<file path="config.mk">
export PLATFORM = sky130hd
export DESIGN_NAME = comparator_8b
export DESIGN_NICKNAME = d
export VERILOG_FILES = /design/src/rtl/comparator_pkg.sv /design/src/rtl/comparator_4b_slice.sv /design/src/rtl/comparator_8b.sv
export SDC_FILE = /design/constraint.sdc
export NUM_CORES = 1
export LEC_CHECK = 0
export ABC_AREA = 1
export ABC_CLOCK_PERIOD_IN_PS = 900
export CAP_MARGIN = 25
export CORE_MARGIN = 5
export CORE_UTILIZATION = 31
export DETAILED_ROUTE_END_ITERATION = 10
export PLACE_DENSITY = 0.81
export SYNTH_ARGS = -nofsm -noshare
export SYNTH_HDL_FRONTEND = slang
export SYNTH_SLANG_ARGS = --single-unit
export TNS_END_PERCENT = 20
</file>
<file path="constraint.sdc">
create_clock -name clk -period 0.9 [get_ports clk]
set_clock_uncertainty 0.15 [all_clocks]
set_input_delay 0.18 -clock clk [delete_from_list [all_inputs] [get_ports clk]]
set_output_delay 0.18 -clock clk [all_outputs]
set_load 0.05 [all_outputs]
</file>
<file path="src/rtl/comparator_pkg.sv">
// Shared definitions for the 8-bit registered comparator.
// Holds the result encoding, its one-hot flag form and the fixed width.
package comparator_pkg;

   localparam int CMP_WIDTH = 8;

   typedef enum logic [1:0] {
      CMP_EQ = 2'b00,
      CMP_GT = 2'b01,
      CMP_LT = 2'b10
   } cmp_res_e;

   typedef struct packed {
      logic gt;
      logic lt;
      logic eq;
   } cmp_flags_t;

   function automatic cmp_flags_t cmp_to_flags(input cmp_res_e r);
      cmp_flags_t f;
      f = '0;
      case (r)
         CMP_GT:  f.gt = 1'b1;
         CMP_LT:  f.lt = 1'b1;
         default: f.eq = 1'b1;
      endcase
      return f;
   endfunction

endpackage

</file>
<file path="src/rtl/comparator_4b_slice.sv">
// Combinational 4-bit magnitude compare with 74x85-style cascade.
// Ports: i_a/i_b operands, i_gt/i_lt/i_eq cascade in, o_gt/o_lt/o_eq one-hot out.
import comparator_pkg::*;

module comparator_4b_slice (
   input  logic [3:0] i_a,
   input  logic [3:0] i_b,
   input  logic       i_gt,
   input  logic       i_lt,
   input  logic       i_eq,
   output logic       o_gt,
   output logic       o_lt,
   output logic       o_eq
);

   cmp_res_e   w_res;
   cmp_flags_t w_flags;
   logic       w_unused_eq;

   // Operands win when they differ; on a tie the cascade decides with
   // GT over LT, and anything else (including all-zero) resolves to EQ.
   always_comb begin
      w_res = CMP_EQ;
      if (i_a > i_b)
         w_res = CMP_GT;
      else if (i_a < i_b)
         w_res = CMP_LT;
      else if (i_gt)
         w_res = CMP_GT;
      else if (i_lt)
         w_res = CMP_LT;
   end

   assign w_flags = cmp_to_flags(w_res);
   assign o_gt    = w_flags.gt;
   assign o_lt    = w_flags.lt;
   assign o_eq    = w_flags.eq;

   // Equal-in only informs; the result is EQ whenever GT/LT are both clear.
   assign w_unused_eq = i_eq;

endmodule

</file>
<file path="src/rtl/comparator_8b.sv">
// Registered 8-bit magnitude comparator with cascade, one-cycle latency.
// Ports: clk, rst_n (async low), in_valid, A, B, GreaterIn/LessIn/EqualIn,
// signed_mode (only with COMPARATOR_8B_SIGNED_EN), out_valid, Greater/Less/Equal.
import comparator_pkg::*;

module comparator_8b (
   input  logic                 clk,
   input  logic                 rst_n,
   input  logic                 in_valid,
   input  logic [CMP_WIDTH-1:0] A,
   input  logic [CMP_WIDTH-1:0] B,
   input  logic                 GreaterIn,
   input  logic                 LessIn,
   input  logic                 EqualIn,
`ifdef COMPARATOR_8B_SIGNED_EN
   input  logic                 signed_mode,
`endif
   output logic                 out_valid,
   output logic                 Greater,
   output logic                 Less,
   output logic                 Equal
);

   logic       w_flip;
   logic [3:0] w_a_hi;
   logic [3:0] w_b_hi;
   logic       w_lo_gt;
   logic       w_lo_lt;
   logic       w_lo_eq;
   cmp_flags_t w_hi_flags;

   logic       r_valid;
   cmp_flags_t r_flags;

`ifdef COMPARATOR_8B_SIGNED_EN
   assign w_flip = signed_mode;
`else
   assign w_flip = 1'b0;
`endif

   // Flipping both sign bits maps two's-complement order onto unsigned order.
   assign w_a_hi = {A[7] ^ w_flip, A[6:4]};
   assign w_b_hi = {B[7] ^ w_flip, B[6:4]};

   comparator_4b_slice u_lo (
      .i_a  (A[3:0]),
      .i_b  (B[3:0]),
      .i_gt (GreaterIn),
      .i_lt (LessIn),
      .i_eq (EqualIn),
      .o_gt (w_lo_gt),
      .o_lt (w_lo_lt),
      .o_eq (w_lo_eq)
   );

   comparator_4b_slice u_hi (
      .i_a  (w_a_hi),
      .i_b  (w_b_hi),
      .i_gt (w_lo_gt),
      .i_lt (w_lo_lt),
      .i_eq (w_lo_eq),
      .o_gt (w_hi_flags.gt),
      .o_lt (w_hi_flags.lt),
      .o_eq (w_hi_flags.eq)
   );

   // Flags load only on a valid sample and hold otherwise.
   always_ff @(posedge clk or negedge rst_n) begin
      if (!rst_n) begin
         r_valid <= 1'b0;
         r_flags <= '0;
      end else begin
         r_valid <= in_valid;
         if (in_valid)
            r_flags <= w_hi_flags;
      end
   end

   assign out_valid = r_valid;
   assign Greater   = r_flags.gt;
   assign Less      = r_flags.lt;
   assign Equal     = r_flags.eq;

endmodule

</file>
==> out/results.txt <==
Synth Register Bits: 4
CTS Hold Buffers Added: 0
Vias in the first global route: 467
Power Dens Cells: 1407 nW/µm²
Status: finished, violations left
First-pass DRT Iterations: 1
Max H-tree Level: 1
Worst hold path class: primary input to async pin
Util after Layout: 0.6884
CP required: 0.86 ns
Clk sink count: 4
WS Path Type: primary input to register
Pwr Total: 1244 µW
Port bufs: 24
Primary FF master, synth: dfrtp_1
# nets final: 117
CP startpoint kind: primary input
Leakage: 0.0004295 µW
I/O Pins: 26
Hold Vio Cnt, Final: 0
Max Slew Vio Count: 0
Initial antenna violation count: 0
VDD IR max: 0.0005185 V
RSZ-0062 raised after global routing: yes
Die Ht: 46.55 µm
GR Overflow Total: 0
Max-cap violations: 0
Gpl congestion: 0.6585
Average size of a mapped cell: 7.530 µm²
Fmax achieved: 665.8 MHz
DIE WIDTH: 46.55 µm
CP endpoint kind: register
Number of synthesized flops with an enable pin: 0
Relative slew margins: 0.8423
Largest net degree at the start of global routing: 5
Dpl hpwl: 926.8 µm
Diode count: 0
Die ar.: 2167 µm²
Synth Cell Area: 414.1 µm²
Worst-margin pin slew: 0.2358 ns
CTS root buf: clkbuf_4
Reg2Reg Depth: 1
Synthesized Nets: 87
# rows: 13
Clock slew at reported path FFs: 0.04 ns
CTS Buffer Depth: 2
TritonCTS clock tree: done
Area grow syn2layout: 113.6%
Global-route wire length before repair: 1.794 mm
Mapped Cells: 55
Period utilisation layout: 1.669
Post-synth cell types: 10
Failing checks: negative setup slack
Yosys warns: 0
Starting Density: 0.3223
Via count: 444
Worst r2r dst: Equal
DR vias/cell: 4.531
CTS buffer count: 3
Tot GR Track Use: 0.1203
Final min period: 1.502 ns
Routed WL: 1.194 mm
Final setup fails: 7
Clk_lat worst skew: 0.23 ns
Top cells by area, synth: ha_1, dfrtp_1, inv_1, nand2_1, mux2_2
Fin worst setup slack: -0.6019 ns
DRC Markers: 0
WP data arrival: 1.47 ns
Most common cell in the netlist: inv_1
First DRT Iteration DRCs: 0
CP Max Fanout: 3
Area leader, netlist: ha_1
R2R Setup Slk: -0.07 ns
Worst r2r src: Equal
Wire length per cell: 12.18 µm
Layout cells sized above 1: 0.7229
Synth top cells by count: inv_1, nand2_1, ha_1, dfrtp_1, nand3_1
Final ANT Viol Nets: 0
Sequential share of the synthesized area: 0.2417
Top-area cell type share of the netlist area: 0.3021
Ys async rst share: 1.000
Core box area: 1285 µm²
-- flip-flops by register name, indices dropped and copies added, names as in the netlist --
register	count
Less	1
Equal	1
out_valid	1
Greater	1
-- area by class of cell --
type	count	area [µm²]
multi-input combinational	35	434.2
fill	104	400.4
timing repair buffer	25	234.0
sequential	4	100.1
inverter	16	75.07
clock buffer	3	22.52
tap	15	18.77
-- worst max-delay path, stage by stage --
cell and delay [ns]:
buf_6 0.08, inv_4 0.03, ha_4 0.27, nand2_2 0.05, inv_2 0.07, nand2_2 0.07
nand2_4 0.09, nand3_2 0.09, nand2_4 0.08, ha_4 0.19, mux2_4 0.25
-- routing by layer --
metal / vias to the layer above / share of wire / track usage
met4: 0 / 0.018 / 0.07955
met3: 4 / 0.089 / 0.01563
met1: 197 / 0.32 / 0.1062
met5: - / 0 / 0
li1: 225 / - / -
met2: 18 / 0.58 / 0.2418
-- report_power, final --
part	internal (µW)	switching [µW]	total (µW)	leakage, µW
sequential	221	49.0	270	0.0000491
clock	150	80.0	230	0.0000138
combinational	383	362	745	0.000367
total	753	491	1240	0.000430
-- kinds of logic (layout without fill, tap and decap cells) --
family | Yosys count | after routing | share of synthesized area
mux | 3 | 3 | 0.08157
flops | 4 | 4 | 0.2417
buf+inv | 16 | 44 | 0.1450
fa+ha+maj | 10 | 10 | 0.3021
compound gates | 2 | 2 | 0.02417
simple gates | 20 | 20 | 0.2055
-- layout by cell type (no fill, tap or decap) --
cell type and n:
nand2_1 5, nand2_2 6, dfrtp_1 4, nand3_4 1, dlygate4sd2_1 1, inv_1 8, inv_6 1, ha_2 2
ha_1 1, ha_4 7, mux2_2 1, buf_4 2, clkbuf_4 3, buf_6 4, inv_2 5, inv_8 1
buf_12 4, a21oi_4 1, mux2_4 2, nor2_2 1, nand3_1 1, inv_4 1, nand3_2 2, a21oi_2 1
nand2_4 4, buf_2 11, clkdlybuf4s50_1 3
-- per-stage QoR --
stage	worst slack [ns]	hold WS (ns)	instances	TNS [ns]	instance area [µm²]
after floorplan	-0.6929	-0.2656	55	-2.049	499.2
after global placement	-1.317	0.2449	94	-3.865	798.3
after detailed placement	-1.375	0.2573	94	-4.008	798.3
after CTS	-0.5725	0.0006289	98	-2.577	884.6
after global routing	-0.6481	0.01676	98	-2.828	884.6
final	-0.6019	0.001879	98	-2.618	884.6
-- how the worst max path moves through the flow --
stage	slack [ns]	end	cells after the start	start
6_report	-0.60	Equal	11	B[7]
3_3_place_gp	-1.32	Equal	10	A[0]
5_1_grt	-0.65	Less	12	B[7]
3_5_place_dp	-1.38	Equal	10	A[0]
2_1_floorplan	-0.69	Equal	9	A[0]
4_1_cts	-0.57	Equal	11	B[7]
-- timing repair --
item / in CTS / in global routing
buffers inserted: 1 / 0
endpoints found under the setup margin: 7 / 7
gates resized for setup: 91 / 0
pin swaps: 21 / 0
(Power assumes the default switching activity.)
